## src/rtl/packet_filter_pkg.sv

```systemverilog
//==============================================================================
// Module   : packet_filter_pkg
// Purpose  : Shared state encoding, flit width and checksum helpers for the
//            Hermes packet injector and its downstream packet filter.
// Revision : 1.0
//==============================================================================
`default_nettype none

package packet_filter_pkg;

  localparam int c_FLIT_W = 32;

  typedef enum logic [2:0] {
    IDLE    = 3'd0,
    ADDR    = 3'd1,
    SIZE    = 3'd2,
    PAYLOAD = 3'd3,
    DRAIN   = 3'd4
  } pkt_state_e;

  function automatic logic [15:0] addr_checksum(input logic [15:0] addr,
                                                input logic [7:0]  xmax,
                                                input logic [7:0]  ymax);
    return addr ^ {xmax, ymax};
  endfunction

  function automatic logic [15:0] size_checksum(input logic [15:0] len,
                                                input logic [15:0] addr_chk);
    return len ^ addr_chk;
  endfunction

endpackage

`default_nettype wire

```

## src/rtl/pi_out_stage.sv

```systemverilog
//==============================================================================
// Module   : pi_out_stage
// Purpose  : Single-entry credit-handshaked output register; a held flit stays
//            stable until tx && credit_i, and may be reloaded in that cycle.
// Revision : 1.0
//==============================================================================
`default_nettype none

module pi_out_stage
  import packet_filter_pkg::*;
(
  input  logic                clk,
  input  logic                reset,
  input  logic                load_i,
  input  logic [c_FLIT_W-1:0] data_i,
  input  logic                credit_i,
  output logic                tx_o,
  output logic [c_FLIT_W-1:0] data_o,
  output logic                free_o,
  output logic                xfer_o
);

  logic                tx_q;
  logic                tx_d;
  logic [c_FLIT_W-1:0] data_q;
  logic [c_FLIT_W-1:0] data_d;

  always_comb begin
    tx_d   = tx_q;
    data_d = data_q;
    if (load_i) begin
      tx_d   = 1'b1;
      data_d = data_i;
    end else if (tx_q && credit_i) begin
      tx_d   = 1'b0;
    end
  end

  always_ff @(posedge clk or posedge reset) begin
    if (reset) begin
      tx_q   <= 1'b0;
      data_q <= '0;
    end else begin
      tx_q   <= tx_d;
      data_q <= data_d;
    end
  end

  assign tx_o   = tx_q;
  assign data_o = data_q;
  assign free_o = !tx_q || credit_i;
  assign xfer_o = tx_q && credit_i;

endmodule

`default_nettype wire

```

## src/rtl/packet_injector.sv

```systemverilog
//==============================================================================
// Module   : packet_injector
// Purpose  : Frames a request plus payload stream into a checksummed Hermes
//            packet (ADDR, SIZE, payload). Optional PACKET_INJECTOR_ERR_INJECT_EN
//            adds err_inj[1:0] to corrupt the ADDR/SIZE checksums.
// Revision : 1.0
//==============================================================================
`default_nettype none

module packet_injector
  import packet_filter_pkg::*;
#(
  parameter logic [7:0] XMax = 8'd3,
  parameter logic [7:0] YMax = 8'd3
) (
  input  logic                clk,
  input  logic                reset,
  input  logic                req_valid,
  output logic                req_ready,
  input  logic [15:0]         req_addr,
  input  logic [15:0]         req_len,
  output logic                req_err,
  input  logic                pl_valid,
  input  logic [c_FLIT_W-1:0] pl_data,
  output logic                pl_ready,
  output logic                tx,
  output logic [c_FLIT_W-1:0] data_out,
  input  logic                credit_i,
`ifdef PACKET_INJECTOR_ERR_INJECT_EN
  input  logic [1:0]          err_inj,
`endif
  output logic                busy
);

  pkt_state_e state_q;
  pkt_state_e state_d;
  logic [15:0] addr_q;
  logic [15:0] addr_d;
  logic [15:0] len_q;
  logic [15:0] len_d;
  logic [15:0] cnt_q;
  logic [15:0] cnt_d;
  logic        req_err_q;
  logic        req_err_d;

  logic                w_req_ok;
  logic                w_load;
  logic [c_FLIT_W-1:0] w_load_data;
  logic                w_free;
  logic                w_xfer;
  logic [1:0]          w_inj_new;
  logic [1:0]          w_inj_held;
  logic [15:0]         w_addr_chk_new;
  logic [15:0]         w_addr_chk_held;
  logic [15:0]         w_size_chk;
  logic [c_FLIT_W-1:0] w_addr_flit;
  logic [c_FLIT_W-1:0] w_size_flit;

`ifdef PACKET_INJECTOR_ERR_INJECT_EN
  logic [1:0] inj_q;

  always_ff @(posedge clk or posedge reset) begin
    if (reset) begin
      inj_q <= 2'b00;
    end else if (req_valid && req_ready) begin
      inj_q <= err_inj;
    end
  end

  // The ADDR flit is built in the accept cycle, so it uses the live bits.
  assign w_inj_new  = err_inj;
  assign w_inj_held = inj_q;
`else
  assign w_inj_new  = 2'b00;
  assign w_inj_held = 2'b00;
`endif

  assign w_req_ok = (req_len != 16'd0) && (req_addr[15:8] <= XMax) &&
                    (req_addr[7:0] <= YMax);

  // The SIZE checksum is keyed on the true address checksum, never the
  // corrupted one, so each injection bit disturbs exactly one flit.
  assign w_addr_chk_new  = addr_checksum(req_addr, XMax, YMax) ^ {15'd0, w_inj_new[0]};
  assign w_addr_chk_held = addr_checksum(addr_q, XMax, YMax);
  assign w_size_chk      = size_checksum(len_q, w_addr_chk_held) ^ {15'd0, w_inj_held[1]};
  assign w_addr_flit     = {w_addr_chk_new, req_addr};
  assign w_size_flit     = {w_size_chk, len_q};

  pi_out_stage u_out_stage (
    .clk      (clk),
    .reset    (reset),
    .load_i   (w_load),
    .data_i   (w_load_data),
    .credit_i (credit_i),
    .tx_o     (tx),
    .data_o   (data_out),
    .free_o   (w_free),
    .xfer_o   (w_xfer)
  );

  always_ff @(posedge clk or posedge reset) begin
    if (reset) begin
      state_q   <= IDLE;
      addr_q    <= 16'd0;
      len_q     <= 16'd0;
      cnt_q     <= 16'd0;
      req_err_q <= 1'b0;
    end else begin
      state_q   <= state_d;
      addr_q    <= addr_d;
      len_q     <= len_d;
      cnt_q     <= cnt_d;
      req_err_q <= req_err_d;
    end
  end

  always_comb begin
    state_d   = state_q;
    addr_d    = addr_q;
    len_d     = len_q;
    cnt_d     = cnt_q;
    req_err_d = 1'b0;
    case (state_q)
      IDLE: begin
        if (req_valid) begin
          addr_d = req_addr;
          len_d  = req_len;
          if (w_req_ok) begin
            state_d = ADDR;
          end else begin
            req_err_d = 1'b1;
          end
        end
      end
      // ADDR flit is already held; fall back to SIZE only if the link is stalled.
      ADDR: begin
        if (w_free) begin
          cnt_d   = len_q;
          state_d = PAYLOAD;
        end else begin
          state_d = SIZE;
        end
      end
      SIZE: begin
        if (w_free) begin
          cnt_d   = len_q;
          state_d = PAYLOAD;
        end
      end
      PAYLOAD: begin
        if (pl_valid && w_free) begin
          cnt_d = cnt_q - 16'd1;
          if (cnt_q == 16'd1) begin
            state_d = DRAIN;
          end
        end
      end
      DRAIN: begin
        if (w_xfer) begin
          state_d = IDLE;
        end
      end
      default: state_d = IDLE;
    endcase
  end

  always_comb begin
    req_ready   = 1'b0;
    pl_ready    = 1'b0;
    w_load      = 1'b0;
    w_load_data = '0;
    case (state_q)
      IDLE: begin
        req_ready = 1'b1;
        if (req_valid && w_req_ok) begin
          w_load      = 1'b1;
          w_load_data = w_addr_flit;
        end
      end
      ADDR, SIZE: begin
        if (w_free) begin
          w_load      = 1'b1;
          w_load_data = w_size_flit;
        end
      end
      PAYLOAD: begin
        pl_ready = w_free;
        if (pl_valid && w_free) begin
          w_load      = 1'b1;
          w_load_data = pl_data;
        end
      end
      default: ;
    endcase
  end

  assign busy    = (state_q != IDLE);
  assign req_err = req_err_q;

endmodule

`default_nettype wire

```

## config.mk

```make
export PLATFORM = sky130hd
export DESIGN_NAME = packet_injector
export DESIGN_NICKNAME = d
export VERILOG_FILES = /design/src/rtl/packet_filter_pkg.sv /design/src/rtl/pi_out_stage.sv /design/src/rtl/packet_injector.sv
export SDC_FILE = /design/constraint.sdc
export NUM_CORES = 1
export LEC_CHECK = 0
export ABC_AREA = 1
export ABC_CLOCK_PERIOD_IN_PS = 4800
export CAP_MARGIN = 15
export CORE_MARGIN = 2
export CORE_UTILIZATION = 30
export CTS_BUF_LIST = sky130_fd_sc_hd__clkbuf_4
export CTS_CLUSTER_SIZE = 24
export DETAILED_ROUTE_END_ITERATION = 10
export MAX_ROUTING_LAYER = met4
export PLACE_DENSITY = 0.51
export SYNTH_ARGS = -nofsm -noshare
export SYNTH_HDL_FRONTEND = slang
export SYNTH_SLANG_ARGS = --single-unit
```

## constraint.sdc

```tcl
create_clock -name clk -period 4.8 [get_ports clk]
set_input_delay 0.96 -clock clk [delete_from_list [all_inputs] [get_ports clk]]
set_output_delay 0.96 -clock clk [all_outputs]
set_load 0.05 [all_outputs]
```

==> results.cfg, run 1 <==
[outcome]
outcome = complete, no violations

[setup_path]
critPathCaptureType = primary output
worst-endpoint-required_ns = 3.84
arrival_ns = 2.45
crit_type = in2out
critical_path.max_fanout = 3
crit_path_start_kind = input port

[layout]
n_fill_cell = 1565
area_taken_by_multi_input_logic_gates_um2 = 1870
drive_gt1_share_pct = 4.49
finalNetCount = 778
flow.area_growth_from_synthesis_pct = 30.9
post_layout_nonfiller_instances = 897
ff_latch_area_um2 = 2130

[timing]
maxSlewViolCount = 0
relSlewSlack_pct = 44.0
hold_violations_final = 0
post_route_clock_skew_ns = 0.0127
layout_worst_path_cycle_share_pct = 71.0
achievable-frequency_mhz = 293
worst-slew-pin-transition_ns = 0.839
grt_setup_unrepaired = no
totalNegativeSetupSlack_ns = 0
report.final.setup_viol = 0
postLayoutSetupSlackWorst_ns = 1.39
finalWorstPathRequiredPeriod_ns = 3.41

[synth]
area_fraction_in_compound_gates_after_synthesis_pct = 12.5
synth_edf_count = 0
synth_fa_ha_area_share_pct = 0.560
syn-num-nets = 682
synth_top_family_by_area = simple AND/OR/NAND/NOR gates
muxShareOfSynthArea_pct = 0
seq_area_frac_synth_pct = 47.6
synth_top_area_share_pct = 47.6
asyncSetResetFlopFracSynth_pct = 100
synth.largest_area_cell = dfrtp_1
synth_top_cells_by_area = dfrtp_1 48%, nand2_1 17%, o21ai_0 9.9%
avgSynthCellArea_um2 = 7.31
netlist_area_um2 = 4470
synthDistinctLibCells = 26
ys_dominant_reg_cell = dfrtp_1
synthSimpleGateAreaFrac_pct = 25.5
synthesized_netlist_cell_count = 611
synth.ff_latch_count = 85
synthXorXnorAreaFrac_pct = 3.33
ys.warnings.count = 0
netlist_top_cells_count = 204 x nand2_1, 91 x inv_1, 88 x o21ai_0
most_repeated_cell_in_the_gate_level_netlist_after_synthesis = nand2_1

[global_routing]
antenna_found_initial = 1
vias_in_the_first_global_route = 3978
grt_overflow = 0
globalRouteTotalUtil_pct = 17.3
grt_pass1_wl_mm = 20.9
grt_max_degree = 50

[floorplan]
placement_rows = 44
design.core.area_um2 = 14500
die_h_um = 126
floorplan.initialDensity_pct = 30.7
floorplan.die.width_um = 126
pin_count = 106
design.die.area_um2 = 15900

[power]
power.clock.fraction_pct = 12.6
pwr-share-comb_pct = 53.8
irDropWorstVdd_mv = 0.370
p_sw_mw = 2.04
netSwitchingFraction_pct = 49.4
power.density_cell_area_nw_per_um2 = 705
finalPower_mw = 4.12
internal_dissipation_mw = 2.08
lkg_pwr_nw = 2.71
power.share.sequential_pct = 33.6

[placement]
dpl_worst_slack_ns = 1.27
place_inst = 880
hpwl_mm = 9.90
number_of_buffer_cells_added_on_primary_ports = 105
globalplace.congestion = 0.906

[run]
drv_cap = 0

[routing]
drc = 0
drtPass1Iterations = 5
number_of_drc_markers_after_the_initial_detailed_route_iteration = 209
viasPerCell = 4.58
detail_route.wl_per_cell_um = 14.5
routed-via-count = 4105
ant_nets = 0
wl_mm = 13.0

[cts]
htree_levels = 3
clockBufferDepth = 2
cts_tree = yes
cts_made_buffers = 9
cts-resized-gates = 0
postCtsHoldBufs = 0
clk_transition_reported_paths_ns = 0.14
clk_root_buffer_cell = clkbuf_4
worstSkewPairLatency_ns = 0.45
clkSinkCount = 85
cts_setup_buffers = 0

[worst_hold_path]
worst_hold_path_type = reg2reg
critical path, cell delays in order:
cell and delay [ns]:
clkdlybuf4s50_1 0.49, nor2_1 0.07, nor2_1 0.10, clkdlybuf4s50_1 0.82
layer usage:
metal / GRT usage (%) / part of all wire (%) / vias up
li1: - / - / 2079
met1: 24.1 / 48 / 1912
met2: 25.9 / 45 / 105
met3: 3.57 / 4.8 / 9
met4: 4.01 / 1.3 / 0
met5: - / 0 / -
flip-flops by register name, indices dropped and copies added (netlist names):
name / flops
addr_q: 16
cnt_q: 16
len_q: 16
req_err: 1
state_q: 3
u_out_stage.data_o: 32
u_out_stage.tx_o: 1
metrics by stage:
step | util, % | hold WS [ns] | instance area (um2)
3_3_place_gp | 39.0 | 0.462 | 5660
4_1_cts | 40.2 | 0.490 | 5840
2_1_floorplan | - | 0.461 | 4470
5_1_grt | 40.2 | 0.521 | 5850
3_5_place_dp | 39.0 | 0.457 | 5660
6_report | 40.2 | 0.484 | 5850
kinds of logic (layout without fill, tap and decap cells):
group | count (synthesis) | in the layout
and+or+nand+nor | 281 | 281
adders and majority gates | 2 | 2
other | 0 | 1
AOI/OAI and AO/OA | 108 | 108
xor gates and xnor gates | 17 | 17
buffers and inverters | 118 | 219
DFF | 85 | 85
final timing paths:
path	cells past startpoint	startpoint	slack [ns]	end
max reg2reg	11	state_q[2]$_DFFE_PP0P_	2.12	u_out_stage.data_o[6]$_DFFE_PP0P_
max in group asynchronous	3	reset	2.86	len_q[8]$_DFFE_PP0P_
max	4	credit_i	1.39	pl_ready
min	2	u_out_stage.data_o[27]$_DFFE_PP0P_	0.48	u_out_stage.data_o[27]$_DFFE_PP0P_
min reg2reg	2	u_out_stage.data_o[27]$_DFFE_PP0P_	0.48	u_out_stage.data_o[27]$_DFFE_PP0P_
min in group asynchronous	2	reset	0.96	u_out_stage.data_o[14]$_DFFE_PP0P_
cell usage in the layout, fill, tap and decap left out, drive strengths merged:
cell             n
nor3             2
ha               2
o2bb2ai          1
o22ai            1
clkdlybuf4s50  105
nand4            4
o21ai           88
clkinv           5
nand3           24
dfrtp           85
nand2          207
xor2             5
o211ai           3
nor2            40
bufinv           3
buf              3
inv             94
diode            1
nand3b           4
clkbuf           9
a22oi            2
a21oi           13
xnor2           12
area by class of cell:
type,count,share of cell area (%)
timing repair buffer,108,18.4
sequential,85,36.4
antenna,1,0.0428
clock buffer,9,1.16
tap,184,3.94
multi-input combinational,408,32.1
clock inverter,7,1.95
inverter,95,6.12
power by group through the flow:
stage / clock (mW) / sequential [mW] / combinational (mW)
floorplan: 0 / 1.76 / 1.17
finish: 0.519 / 1.38 / 2.22
global placement: 0 / 1.40 / 2.21
detailed placement: 0 / 1.40 / 2.24
global route: 0.570 / 1.43 / 2.47
CTS: 0.537 / 1.38 / 2.25
(Power assumes the default switching activity.)
==> inputs of run 2 (changes only) <==
ABC_CLOCK_PERIOD_IN_PS = 3200   (was 4800)
clock period = 3.2 ns   (was 4.8 ns; I/O delays follow)
==> results.cfg, run 2 (synthesized netlist as in run 1, its figures left out) <==
[cts]
cts_tree = yes
clk_transition_reported_paths_ns = 0.14
worstSkewPairLatency_ns = 0.44
cts-resized-gates = 0
cts_made_buffers = 9
htree_levels = 3
clockBufferDepth = 2
postCtsHoldBufs = 0
cts_setup_buffers = 0
clk_root_buffer_cell = clkbuf_4
clkSinkCount = 85

[setup_path]
worst-endpoint-required_ns = 2.56
crit_type = reg2out
worst_r2r_startpoint = state_q[2]$_DFFE_PP0P_
arrival_ns = 2.18
reg2reg_setup_slack_ns = 1.03
worst_r2r_endpoint = cnt_q[14]$_DFFE_PP0P_
crit_path_start_kind = register
critPathCaptureType = primary output
worst_r2r_path_depth = 10
critical_path.max_fanout = 4

[routing]
drtPass1Iterations = 6
number_of_drc_markers_after_the_initial_detailed_route_iteration = 234
wl_mm = 13.2
viasPerCell = 4.59
drc = 0
ant_nets = 0
routed-via-count = 4133
detail_route.wl_per_cell_um = 14.7

[layout]
final_design_area_no_fill_um2 = 5890
n_fill_cell = 1542
flow.area_growth_from_synthesis_pct = 31.9
largest_register_ff_count = 32
layout_commonest_cell = nand2_1
layout.cells.most_common_list = 204 x nand2_1, 104 x clkdlybuf4s50_1, 90 x inv_1, 88 x o21ai_0, 85 x dfrtp_1
drive_gt1_share_pct = 5.03
finalNetCount = 782

[timing]
worst-slew-pin-transition_ns = 0.774
hold_ws_ns = 0.490
achievable-frequency_mhz = 354
maxSlewViolCount = 0
totalNegativeSetupSlack_ns = 0
grt_setup_unrepaired = no
hold_violations_final = 0
layout_worst_path_cycle_share_pct = 88.2
post_route_clock_skew_ns = 0.00834
relSlewSlack_pct = 48.4
report.final.setup_viol = 0
finalWorstPathRequiredPeriod_ns = 2.82

[global_routing]
vias_in_the_first_global_route = 4102
grt_max_degree = 86
globalRouteTotalUtil_pct = 17.8
grt_pass1_wl_mm = 21.7
antenna_found_initial = 1
grt_overflow = 0

[placement]
globalplace.congestion = 0.888
number_of_buffer_cells_added_on_primary_ports = 105
hpwl_mm = 9.97
dpl-instance-area_um2 = 5700

[power]
power.density_cell_area_nw_per_um2 = 1070
lkg_pwr_nw = 2.73
finalPower_mw = 6.28
irDropWorstVdd_mv = 0.611

[floorplan]
floorplan.die.width_um = 126
design.die.area_um2 = 15900
placement_rows = 44
design.core.area_um2 = 14500
floorplan.initialDensity_pct = 30.7
pin_count = 106
die_h_um = 126

[worst_hold_path]
worst_hold_path_type = reg2reg
hold_end = u_out_stage.data_o[31]$_DFFE_PP0P_
worstHoldPathCells = 2
worst_hold_startpoint = u_out_stage.data_o[31]$_DFFE_PP0P_

[run]
drv_cap = 0

[outcome]
outcome = complete, no violations
-- run 2: cell count changes in the layout (fill, tap and decap cells not counted) --
cell	change
buf_4	+4
clkinv_2	-3
buf_12	+1
clkbuf_4	+1
clkdlybuf4s50_1	-1
clkinv_1	+1
clkinv_4	-1
clkinvlp_4	+1
inv_6	+1
-- run 2: cell type report --
type	count	area (um2)	share of cell area [%]
diodes	1	2.50	0.0425
clock buffers	10	75.1	1.27
clock inverters	6	110	1.87
inverters	95	358	6.07
multi-input cells	408	1870	31.8
flip-flops and latches	85	2130	36.1
well taps	184	230	3.91
repair buffers	112	1110	18.9
-- run 2: critical path, stage by stage, from the launching register on --
cell and delay [ns]:
dfrtp_1 0.45, nor2_1 0.14, nand2_1 0.20, inv_1 0.14, clkdlybuf4s50_1 0.81
-- run 2: where the power goes --
group	leakage (nW)	switching [mW]	total, mW	internal, mW
sequential	1.05	0.440	2.05	1.61
combinational	1.59	2.27	3.44	1.17
clock	0.0947	0.389	0.794	0.405
total	2.73	3.10	6.28	3.18
-- run 2: worst max-delay path by stage --
| stage | startpoint | slack, ns | cells past startpoint | end |
|---|---|---|---|---|
| CTS | state_q[1]$_DFFE_PP0P_ | 0.35 | 4 | req_ready |
| global route | state_q[1]$_DFFE_PP0P_ | 0.24 | 4 | req_ready |
| floorplan | reset | 0.37 | 1 | addr_q[0]$_DFFE_PP0P_ |
| detailed placement | req_len[8] | 0.63 | 10 | u_out_stage.data_o[29]$_DFFE_PP0P_ |
| finish | state_q[1]$_DFFE_PP0P_ | 0.38 | 4 | req_ready |
| global placement | req_len[8] | 0.65 | 10 | u_out_stage.data_o[0]$_DFFE_PP0P_ |
-- run 2: metrics by stage --
step | setup WS, ns | utilization (%) | cells
2_1_floorplan | 0.367 | - | 611
3_3_place_gp | 0.651 | 39.2 | 884
3_5_place_dp | 0.627 | 39.2 | 884
4_1_cts | 0.347 | 40.5 | 900
5_1_grt | 0.244 | 40.5 | 901
6_report | 0.377 | 40.5 | 901
-- run 2: layer usage --
metal / up-vias / GRT usage (%) / part of all wire, %
li1: 2092 / - / -
met3: 20 / 2.97 / 4.3
met5: - / - / 0
met1: 1900 / 25.1 / 49
met4: 0 / 5.62 / 2.0
met2: 121 / 26.2 / 45
==> inputs of run 3 (changes only) <==
CELL_PAD_IN_SITES_DETAIL_PLACEMENT = 0   (was unset)
CELL_PAD_IN_SITES_GLOBAL_PLACEMENT = 2   (was unset)
CORE_UTILIZATION = 28   (was 30)
PLACE_DENSITY = 0.79   (was 0.51)
==> results.cfg, run 3 (synthesized netlist as in run 1, its figures left out) <==
[outcome]
outcome = complete, no violations

[layout]
n_antenna_cell = 0
ff_latch_area_um2 = 2130
flow.area_growth_from_synthesis_pct = 31.5
postLayoutCoreUtil_pct = 37.4
largest_register_ff_count = 32
area_taken_by_multi_input_logic_gates_um2 = 1870
finalNetCount = 782
layout_commonest_cell = nand2_1
drive_gt1_share_pct = 4.90
n_fill_cell = 1694
layout.cells.most_common_list = 204 x nand2_1, 104 x clkdlybuf4s50_1, 90 x inv_1, 88 x o21ai_0, 85 x dfrtp_1

[cts]
worstSkewPairLatency_ns = 0.45
cts_made_buffers = 9
clkSinkCount = 85
clockBufferDepth = 2
htree_levels = 3
clk_transition_reported_paths_ns = 0.12
cts-resized-gates = 0
cts_setup_buffers = 0
clk_root_buffer_cell = clkbuf_4
cts_tree = yes
postCtsHoldBufs = 0

[global_routing]
antenna_found_initial = 0
globalRouteTotalUtil_pct = 17.9
grt_max_degree = 54
grt_overflow = 0
grt_pass1_wl_mm = 22.2
vias_in_the_first_global_route = 4163

[setup_path]
critical_path.max_fanout = 4
crit_path_start_kind = register
worstPathBufferInverterCount = 2
worst_r2r_path_depth = 10
slowest_stage = clkdlybuf4s50_1
worst-endpoint-required_ns = 2.56
cp_top_family = buffers and inverters
crit_type = reg2out
critical_path_cell_count = 4
slowest_delay_ns = 0.81
critical_path.cell_chain = nor2_1, nand2_1, inv_1, clkdlybuf4s50_1
critPathCaptureType = primary output
arrival_ns = 2.19

[timing]
totalNegativeSetupSlack_ns = 0
finalWorstPathRequiredPeriod_ns = 2.83
maxSlewViolCount = 0
report.final.setup_viol = 0
layout_worst_path_cycle_share_pct = 88.4
relSlewSlack_pct = 46.8
hold_violations_final = 0
grt_setup_unrepaired = no
post_route_clock_skew_ns = 0.0143
worst-slew-pin-transition_ns = 0.798
achievable-frequency_mhz = 353

[power]
irDropWorstVdd_mv = 0.399
lkg_pwr_nw = 2.71
power.density_cell_area_nw_per_um2 = 1040

[routing]
ant_nets = 0
drc = 0
detail_route.wl_per_cell_um = 15.0
drtPass1Iterations = 5
number_of_drc_markers_after_the_initial_detailed_route_iteration = 211
routed-via-count = 4096
wl_mm = 14.0
viasPerCell = 4.40

[placement]
hpwl_mm = 10.6
number_of_buffer_cells_added_on_primary_ports = 105
globalplace.congestion = 0.837

[floorplan]
pin_count = 106
design.die.area_um2 = 17000
floorplan.initialDensity_pct = 28.4
floorplan.die.width_um = 130
placement_rows = 46
die_h_um = 130
design.core.area_um2 = 15700

[run]
drv_cap = 0

[worst_hold_path]
worstHoldPathCells = 2
worst_hold_path_type = reg2reg
[run 3: cell types whose count changed in the layout (fill, tap and decap cells not counted), sizes merged]
cell      delta
inv          -1
clkinv       +3
bufinv       -2
diode        -1
clkinvlp     -1
[run 3: per-stage QoR]
stage | setup slack, ns | power, mW | cells | instance area (um2) | hold slack (ns)
finish | 0.371 | 6.12 | 931 | 5870 | 0.484
global placement | 0.522 | 5.51 | 916 | 5740 | 0.456
floorplan | 0.367 | 4.39 | 611 | 4470 | 0.461
global route | 0.226 | 6.67 | 931 | 5870 | 0.518
detailed placement | 0.463 | 5.57 | 916 | 5740 | 0.462
CTS | 0.296 | 6.20 | 931 | 5870 | 0.494
[run 3: area by class of cell]
class / count / share of cell area (%)
Tap cell: 216 / 4.60
Clock buffer: 10 / 1.28
Inverter: 95 / 6.10
Sequential cell: 85 / 36.2
Timing Repair Buffer: 112 / 19.0
Clock inverter: 5 / 0.895
Multi-Input combinational cell: 408 / 31.9
[run 3: worst paths after layout]
| path | start | endpoint | slack, ns |
|---|---|---|---|
| setup / recovery | state_q[1]$_DFFE_PP0P_ | req_ready | 0.37 |
| hold reg to reg | u_out_stage.data_o[30]$_DFFE_PP0P_ | u_out_stage.data_o[30]$_DFFE_PP0P_ | 0.48 |
| setup reg to reg | state_q[2]$_DFFE_PP0P_ | u_out_stage.data_o[20]$_DFFE_PP0P_ | 0.91 |
| hold / removal | u_out_stage.data_o[30]$_DFFE_PP0P_ | u_out_stage.data_o[30]$_DFFE_PP0P_ | 0.48 |
| min in group asynchronous | reset | u_out_stage.data_o[27]$_DFFE_PP0P_ | 0.56 |
| max in group asynchronous | reset | cnt_q[12]$_DFFE_PP0P_ | 1.89 |
[run 3: layer usage]
layer	up-vias	part of all wire (%)	track usage [%]
met1	1895	48	24.9
met2	104	46	27.1
met4	0	0.79	3.10
met3	7	5.1	3.85
li1	2090	-	-
met5	-	0	-
[run 3: report_power, final]
group / internal, mW / switching, mW / leakage, nW
combinational: 1.16 / 2.28 / 1.59
sequential: 1.61 / 0.457 / 1.05
clock: 0.239 / 0.379 / 0.0736
total: 3.01 / 3.11 / 2.71
[run 3: worst register-to-register path: stages (launching register included)]
cell and delay, ns:
dfrtp_1 0.42, inv_1 0.10, nand3_2 0.39, nor2_4 0.45
inv_2 0.06, nand2_2 0.10, inv_2 0.13, nand2_1 0.12
inv_2 0.23, nand2_1 0.15, nand2_1 0.05
